`src/rtl/verilator_uart_pkg.sv`:
```
// Shared types and defaults for the multi-channel UART receive monitor.
package verilator_uart_pkg;

   typedef enum logic [1:0] {
      PARITY_NONE,
      PARITY_EVEN,
      PARITY_ODD
   } parity_e;

   typedef enum logic [2:0] {
      IDLE,
      START,
      DATA,
      PARITY,
      STOP
   } rx_state_e;

   // 115200 baud at a 5 ns clock.
   localparam int unsigned DefaultBaudPeriodCycles = 1736;

   // One received character with its status.
   typedef struct packed {
      logic [7:0] data;
      logic       frame_err;
      logic       parity_err;
      logic       brk;
   } rx_char_t;

endpackage

```
`src/rtl/verilator_uart_rx_chan.sv`:
```
// One UART receive channel: 2-FF synchroniser, start-glitch filter,
// bit-timing counter, LSB-first shift register and status generation.
module verilator_uart_rx_chan
   import verilator_uart_pkg::*;
#(
   parameter int unsigned BaudPeriodCycles = DefaultBaudPeriodCycles,
   parameter int unsigned DataBits         = 8,
   parameter parity_e     ParityMode       = PARITY_NONE,
   parameter int unsigned StopBits         = 1
) (
   input  logic     clk_i,
   input  logic     rst_ni,
   input  logic     rx_i,
   output logic     valid_o,
   output rx_char_t char_o
);

   localparam int unsigned CntW      = $clog2(BaudPeriodCycles);
   localparam int unsigned BitCntW   = 3;
   localparam logic [CntW-1:0]    HalfLast  = CntW'(BaudPeriodCycles / 2 - 1);
   localparam logic [CntW-1:0]    BitLast   = CntW'(BaudPeriodCycles - 1);
   localparam logic [BitCntW-1:0] DataLast  = BitCntW'(DataBits - 1);
   localparam logic [BitCntW-1:0] StopLast  = BitCntW'(StopBits - 1);

   logic [1:0]         sync_q, sync_d;
   logic [1:0]         flushed_q, flushed_d;
   logic               prev_q, prev_d;
   rx_state_e          state_q, state_d;
   logic [CntW-1:0]    cnt_q, cnt_d;
   logic [BitCntW-1:0] bit_cnt_q, bit_cnt_d;
   logic [7:0]         shift_q, shift_d;
   logic               par_q, par_d;
   logic               fe_q, fe_d;
   logic               valid_q, valid_d;
   rx_char_t           char_q, char_d;

   logic       line;
   logic       bit_tick;
   logic       fe_now;
   logic       par_err;
   logic [7:0] data_now;

   assign line     = sync_q[1];
   assign bit_tick = (cnt_q == BitLast);
   assign fe_now   = fe_q | ~line;
   assign data_now = shift_q >> (8 - DataBits);

   always_comb begin
      par_err = 1'b0;
      if (ParityMode == PARITY_EVEN) par_err = par_q;
      if (ParityMode == PARITY_ODD)  par_err = ~par_q;
   end

   // Next-state logic; edges only count once the synchroniser holds real line samples.
   always_comb begin
      sync_d    = {sync_q[0], rx_i};
      flushed_d = {flushed_q[0], 1'b1};
      prev_d    = flushed_q[1] & line;
      state_d   = state_q;
      cnt_d     = cnt_q + CntW'(1);
      bit_cnt_d = bit_cnt_q;
      shift_d   = shift_q;
      par_d     = par_q;
      fe_d      = fe_q;
      valid_d   = 1'b0;
      char_d    = char_q;

      unique case (state_q)
         IDLE: begin
            cnt_d = '0;
            if (prev_q && !line) begin
               state_d   = START;
               bit_cnt_d = '0;
               par_d     = 1'b0;
               fe_d      = 1'b0;
            end
         end
         START: begin
            if (cnt_q == HalfLast) begin
               cnt_d   = '0;
               state_d = line ? IDLE : DATA;
            end
         end
         DATA: begin
            if (bit_tick) begin
               cnt_d   = '0;
               shift_d = {line, shift_q[7:1]};
               par_d   = par_q ^ line;
               if (bit_cnt_q == DataLast) begin
                  bit_cnt_d = '0;
                  state_d   = (ParityMode == PARITY_NONE) ? STOP : PARITY;
               end else begin
                  bit_cnt_d = bit_cnt_q + BitCntW'(1);
               end
            end
         end
         PARITY: begin
            if (bit_tick) begin
               cnt_d   = '0;
               par_d   = par_q ^ line;
               state_d = STOP;
            end
         end
         STOP: begin
            if (bit_tick) begin
               cnt_d = '0;
               fe_d  = fe_now;
               if (bit_cnt_q == StopLast) begin
                  state_d           = IDLE;
                  valid_d           = 1'b1;
                  char_d.data       = data_now;
                  char_d.frame_err  = fe_now;
                  char_d.parity_err = par_err;
                  char_d.brk        = fe_now & (data_now == 8'h00);
               end else begin
                  bit_cnt_d = bit_cnt_q + BitCntW'(1);
               end
            end
         end
         default: state_d = IDLE;
      endcase
   end

   always_ff @(posedge clk_i or negedge rst_ni) begin
      if (!rst_ni) begin
         sync_q    <= 2'b11;
         flushed_q <= 2'b00;
         prev_q    <= 1'b0;
         state_q   <= IDLE;
         cnt_q     <= '0;
         bit_cnt_q <= '0;
         shift_q   <= '0;
         par_q     <= 1'b0;
         fe_q      <= 1'b0;
         valid_q   <= 1'b0;
         char_q    <= '0;
      end else begin
         sync_q    <= sync_d;
         flushed_q <= flushed_d;
         prev_q    <= prev_d;
         state_q   <= state_d;
         cnt_q     <= cnt_d;
         bit_cnt_q <= bit_cnt_d;
         shift_q   <= shift_d;
         par_q     <= par_d;
         fe_q      <= fe_d;
         valid_q   <= valid_d;
         char_q    <= char_d;
      end
   end

   assign valid_o = valid_q;
   assign char_o  = char_q;

endmodule

```
`src/rtl/verilator_uart_rx_multi.sv`:
```
// Multi-channel UART receive monitor for simulation wrappers.
// Set PrintEn to echo characters and error warnings to stdout.
module verilator_uart_rx_multi
   import verilator_uart_pkg::*;
#(
   parameter int unsigned NumChannels      = 1,
   parameter int unsigned BaudPeriodCycles = DefaultBaudPeriodCycles,
   parameter int unsigned DataBits         = 8,
   parameter parity_e     ParityMode       = PARITY_NONE,
   parameter int unsigned StopBits         = 1,
   parameter bit          PrintEn          = 1'b0
) (
   input  logic                        clk_i,
   input  logic                        rst_ni,
   input  logic [NumChannels-1:0]      uart_rx_i,
   output logic [NumChannels-1:0]      data_valid_o,
   output logic [NumChannels-1:0][7:0] data_o,
   output logic [NumChannels-1:0]      frame_err_o,
   output logic [NumChannels-1:0]      parity_err_o,
   output logic [NumChannels-1:0]      break_o
);

   if (NumChannels < 1) begin : g_bad_chan
      $fatal(1, "NumChannels must be at least 1");
   end
   if (BaudPeriodCycles < 4) begin : g_bad_baud
      $fatal(1, "BaudPeriodCycles must be at least 4");
   end
   if (DataBits < 5 || DataBits > 8) begin : g_bad_data
      $fatal(1, "DataBits must be within 5..8");
   end
   if (StopBits != 1 && StopBits != 2) begin : g_bad_stop
      $fatal(1, "StopBits must be 1 or 2");
   end

   for (genvar g = 0; g < NumChannels; g++) begin : g_chan
      rx_char_t chr;

      verilator_uart_rx_chan #(
         .BaudPeriodCycles (BaudPeriodCycles),
         .DataBits         (DataBits),
         .ParityMode       (ParityMode),
         .StopBits         (StopBits)
      ) u_chan (
         .clk_i   (clk_i),
         .rst_ni  (rst_ni),
         .rx_i    (uart_rx_i[g]),
         .valid_o (data_valid_o[g]),
         .char_o  (chr)
      );

      assign data_o[g]       = chr.data;
      assign frame_err_o[g]  = chr.frame_err;
      assign parity_err_o[g] = chr.parity_err;
      assign break_o[g]      = chr.brk;

      if (PrintEn) begin : g_print
         // Channel prefix is printed only at the start of each output line.
         logic line_start_q;
         always_ff @(posedge clk_i or negedge rst_ni) begin
            if (!rst_ni) begin
               line_start_q <= 1'b1;
            end else if (data_valid_o[g]) begin
               if (NumChannels > 1 && line_start_q) $write("[ch%0d] ", g);
               $write("%c", data_o[g]);
               line_start_q <= (data_o[g] == 8'h0a);
               if (break_o[g])           $display("\nuart_rx ch%0d warning: break", g);
               else if (frame_err_o[g])  $display("\nuart_rx ch%0d warning: framing error", g);
               if (parity_err_o[g])      $display("\nuart_rx ch%0d warning: parity error", g);
            end
         end
      end
   end

endmodule

```
`config.mk`:
```
export PLATFORM = sky130hd
export DESIGN_NAME = verilator_uart_rx_multi
export DESIGN_NICKNAME = d
export VERILOG_FILES = /design/src/rtl/verilator_uart_pkg.sv /design/src/rtl/verilator_uart_rx_chan.sv /design/src/rtl/verilator_uart_rx_multi.sv
export SDC_FILE = /design/constraint.sdc
export NUM_CORES = 1
export LEC_CHECK = 0
export ABC_CLOCK_PERIOD_IN_PS = 2600
export BUFFER_PORTS_ARGS = -buffer_cell sky130_fd_sc_hd__buf_4
export CAP_MARGIN = 30
export CORE_MARGIN = 1.5
export CORE_UTILIZATION = 45
export CTS_CLUSTER_SIZE = 8
export DETAILED_ROUTE_END_ITERATION = 8
export RECOVER_POWER = 100
export SYNTH_ARGS = -nofsm -noshare
export SYNTH_HDL_FRONTEND = slang
export SYNTH_SLANG_ARGS = --single-unit
```
`constraint.sdc`:
```
create_clock -name clk_i -period 2.6 [get_ports clk_i]
set_input_delay 0.52 -clock clk_i [delete_from_list [all_inputs] [get_ports clk_i]]
set_output_delay 0.52 -clock clk_i [all_outputs]
set_load 0.005 [all_outputs]
```
[Word-level counts from Yosys, hierarchy flattened]
Cells that the tools add are included.
Word-level totals
  bits in registers: 42
  bits of input ports: 3
  output and inout bits: 12
Cells by class
  add/sub/neg operators: 2
  eq/ne operators: 15
  mux-type cells: 24
  bitwise logic cells: 4
  reductions and logical operators: 13
Operators with widths (number)
  two-way mux 3 bit: 12
  case mux 11 bit (3 select lines): 1
  two-way mux 11 bit: 2
  case mux 3 bit (5 select lines): 1
  != test 2 x 1 -> 1 bit (second input constant): 7
  adder 11 x 1 -> 11 bit (second input constant): 1
  equality test 11 x 10 -> 1 bit (second input constant): 1
  equality test 11 bit (second input constant): 1
  case mux 3 bit (3 select lines): 1
  logical NOT 8 bit: 1
  AND reduction 7 bit: 1
  equality test 3 x 2 -> 1 bit (second input constant): 2
  equality test 3 bit (second input constant): 2
  logical NOT 3 bit: 2
  AND reduction 3 bit: 2
  two-way mux 1 bit: 5
  AND reduction 5 bit: 1
  adder 3 x 1 -> 3 bit (second input constant): 1
  equality test 3 x 1 -> 1 bit (second input constant): 1
  nonzero test 3 bit: 1
  OR reduction 3 bit: 1
  bitwise AND 1 bit: 2
  two-way mux 2 bit: 1
  != test 2 bit (second input constant): 1
  other kinds (7): 7

[Longest topological paths before layout]
  depth in word-level cells: 4
  mapped depth: 7
  mapped depth without buffers: 6

[Least setup slack after synthesis]
No wires, ideal clock.
  path kind: register to register
  from: register g_chan[0].u_chan.cnt_q[0]
  to: register g_chan[0].u_chan.char_q (netlist bit g_chan[0].u_chan.char_o[0])
  setup time: 0.125 ns
  data arrival time: 1.749 ns
  data required time: 2.475 ns
  path slack: 0.726 ns
  cell stages (with the launch flop): 8
  path buffers: 2
  period minus slack after synthesis: 1.874 ns
  cell sequence: dfrtp_1 > ha_1 > and4bb_1 > buf_6 > nand3_4 > nor3_4 > buf_12 > mux2_4
Between the ends
  longest elaborated chain between the ends: 2
RTL lines
  start, declared: line verilator_uart_rx_chan.sv:29  | logic [CntW-1:0] cnt_q, cnt_d;
  start signal, assigned: line verilator_uart_rx_chan.sv:142  | cnt_q <= cnt_d;
  equality test 11 bit: line verilator_uart_rx_chan.sv:44  | assign bit_tick = (cnt_q == BitLast);
  AND reduction 3 bit (no line)
  end signal, assigned: line verilator_uart_rx_chan.sv:148  | char_q <= char_d;
  end, declared: line verilator_uart_rx_chan.sv:35  | rx_char_t char_q, char_d;
Every way passes these cells.
A chain may end at the register's enable or synchronous reset.

[Worst setup path after layout]
  from: register g_chan[0].u_chan.cnt_q[0]
  to: register g_chan[0].u_chan.char_q (netlist bit g_chan[0].u_chan.char_o[7])
The elaborated chain is that of the path after synthesis.

==> results_dict.tcl <==
set metrics [dict create \
    yosysMostFrequentCell "dfrtp_1" \
    reg2reg_depth 6 \
    ys_warn_count 0 \
    area_delta_synth_final_pct 7.80 \
    yosysSeqAreaShare 0.525 \
    p_per_area_mw_per_mm2 596 \
    gp_congestion 0.876 \
    crit_required_ns 2.78 \
    start_util 0.464 \
    via_per_inst 5.36 \
    cts_inserted_buffers 5 \
    synth_nets 178 \
    rr_endpoint "g_chan[0].u_chan.char_o[7]" \
    path_max_fanout 11 \
    relSlewSlack 0.317 \
    synth_edf_count 0 \
    grt_pass1_vias 1248 \
    fp.coreArea_mm2 0.00432 \
    synth_cell_types 39 \
    final.setup.tns_ns 0 \
    drv_slew 0 \
    crit_chain "ha_1, and4bb_1, nand3_4, nor3_1, buf_4, mux2_1" \
    grt_usage 0.155 \
    hold_viol_final 0 \
    grt_first_pass_wirelength_um 6000 \
    crit_type "flop to flop" \
    period_share 0.840 \
    slowest_delay_ns 0.43 \
    ys_ff_latch 42 \
    min_delay_path_depth 1 \
    outcome "finished, final reports clean" \
    worst_pin_slew_ns 1.02 \
    synth_top_area_cell "dfrtp_1" \
    async_reset_ff_frac 1.00 \
    finalPower_mw 1.29 \
    drc 0 \
    ant_nets 0 \
    synth_area_mm2 0.00201 \
    synth_common_cells "40 x dfrtp_1, 19 x nor2_1, 11 x mux2_2, 11 x nand2_1, 9 x mux2_4" \
    rr_startpoint "g_chan[0].u_chan.cnt_q[0]" \
    synth_area_leaders "dfrtp_1 50%, mux2_4 6.7%, mux2_2 6.2%" \
    drtIter0Drc 42 \
    crit_slowest_cell "and4bb_1" \
    cts.clk_slew.worst_paths_ns 0.08 \
    holdBufCountCts 0 \
    period_needed_ns 2.18 \
    vias 1270 \
    peakVddDrop_mv 0.430 \
    synth_ff_type "dfrtp_1" \
    rows 24 \
    overflow 0 \
    fin_skew_ns 0.00685 \
    cp_num_buf_inv 1 \
    fmax_mhz 458 \
    critPathTopFamily "simple AND/OR/NAND/NOR gates" \
    min_to "g_chan[0].u_chan.sync_q[0]" \
    port-buffer-count 13 \
    die_y_um 69.8 \
    postSynthAreaPerCell_um2 11.7 \
    setup_violations 0 \
    crit_start "g_chan[0].u_chan.cnt_q[0]" \
    post-cts-setup-buffer-count 0 \
    min-delay-start "uart_rx_i" \
    startpoint_type "flop" \
    yosys.area.top_type_share 0.499 \
    antenna_found_initial 0 \
    antenna_cells 0 \
    grt_max_degree 43 \
    cap_violations 0 \
    place_hpwl_um 2400 \
    die_x_um 69.8 \
    clock_tree.buffer_depth 2 \
    nets 191 \
    wirelength_um 3470 \
    arrival_ns 2.36 \
    critical_path_cell_count 6 \
    leakagePower_nw 1.02 \
    wl_per_cell_um 14.6 \
    firstDrtPassIters 6 \
    drive_above_1_share 0.211 \
    htree_levels 2 \
    rsz0062_at_grt "no" \
    ctsResizeCount 0 \
    fillCellCount 418 \
    clock-sinks 42 \
    io_pins 15 \
    die-area_mm2 0.00487 \
    cts_root_buf "clkbuf_8" \
    synth_cells 171 \
    end_kind "flop" \
    hold_class "input port to flop" \
    reg2reg_slack_ns 0.42 \
    cts_tree "done" \
    clk_latency_ns 0.29 \
]
-- state kept, by name, summed over array words and instances (netlist names) --
name                     count
g_chan.u_chan.cnt_q         11
g_chan.u_chan.prev_q         1
g_chan.u_chan.state_q        3
g_chan.u_chan.data_now       8
g_chan.u_chan.fe_q           1
g_chan.u_chan.char_o        10
g_chan.u_chan.sync_q         2
g_chan.u_chan.bit_cnt_q      3
g_chan.u_chan.valid_o        1
g_chan.u_chan.flushed_q      2
-- power by group --
| part | internal (mW) | switching [mW] | leakage [nW] |
|---|---|---|---|
| Sequential | 0.690 | 0.0448 | 0.565 |
| Clock | 0.213 | 0.216 | 0.0472 |
| Combinational | 0.0486 | 0.0763 | 0.407 |
| Total | 0.952 | 0.338 | 1.02 |
-- final cells by class --
type,instances,area (um2),share of cell area
well taps,52,65.1,0.0301
clock buffers,6,82.6,0.0382
repair buffers,14,103,0.0475
multi-input cells,116,827,0.383
inverters,5,18.8,0.00868
clock inverters,2,12.5,0.00579
flip-flops and latches,42,1050,0.487
-- worst max path at each step --
stage / endpoint / slack, ns
floorplan: g_chan[0].u_chan.char_o[0] / 0.73
CTS: g_chan[0].u_chan.char_o[3] / 0.40
global placement: g_chan[0].u_chan.char_o[3] / 0.50
finish: g_chan[0].u_chan.char_o[7] / 0.42
global route: g_chan[0].u_chan.char_o[7] / 0.25
detailed placement: g_chan[0].u_chan.char_o[3] / 0.41
-- worst reg2reg max path: cells and delay by family (launching register included) --
family / cells / cell delay [ns]
DFF: 1 / 0.40
adders and majority gates: 1 / 0.29
buffers and inverters: 1 / 0.23
muxes: 1 / 0.35
and+or+nand+nor: 3 / 0.81
-- placed cells by master, fill, tap and decap left out, types with 2 or more instances in the layout --
cell / count
nor3_1: 7
a41oi_1: 2
xnor2_1: 7
nand4_1: 3
nor2_1: 19
ha_1: 4
conb_1: 2
clkbuf_8: 6
mux2_1: 8
inv_1: 5
a21oi_1: 4
clkbuf_4: 12
nand2_1: 11
mux2_2: 11
nand3_1: 6
dfrtp_1: 40
and4b_1: 2
nor4_1: 2
xor2_1: 3
o21ai_0: 5
nor2b_1: 2
nand2b_1: 3
-- kinds of logic (layout without fill, tap and decap cells) --
logic type                 Yosys count  in the layout  synth area share
and+or+nand+nor                     62             62             0.173
DFF                                 42             42             0.525
muxes                               20             20             0.129
AOI/OAI and AO/OA                   18             18            0.0580
buffers and inverters               13             27            0.0418
xor gates and xnor gates            10             10            0.0437
adders and majority gates            4              4            0.0250
other                                2              2           0.00374
-- routing by layer --
metal	track usage	vias to the layer above	wire length, um
li1	-	614	-
met1	0.223	636	1800
met2	0.225	15	1540
met3	0.0422	5	88
met4	0.0534	0	44
met5	0	-	0
-- per-stage QoR --
| step | std cells | utilization | area [um2] | setup WS, ns | hold slack [ns] |
|---|---|---|---|---|---|
| final | 237 | 0.500 | 2160 | 0.416 | 0.338 |
| after global routing | 237 | 0.500 | 2160 | 0.254 | 0.319 |
| after CTS | 237 | 0.510 | 2210 | 0.399 | 0.220 |
| after detailed placement | 229 | 0.488 | 2110 | 0.407 | 0.335 |
| after global placement | 229 | 0.488 | 2110 | 0.496 | 0.333 |
| after floorplan | 171 | - | 2010 | 0.726 | 0.224 |
No activity file was read; power rests on OpenSTA's default activity.
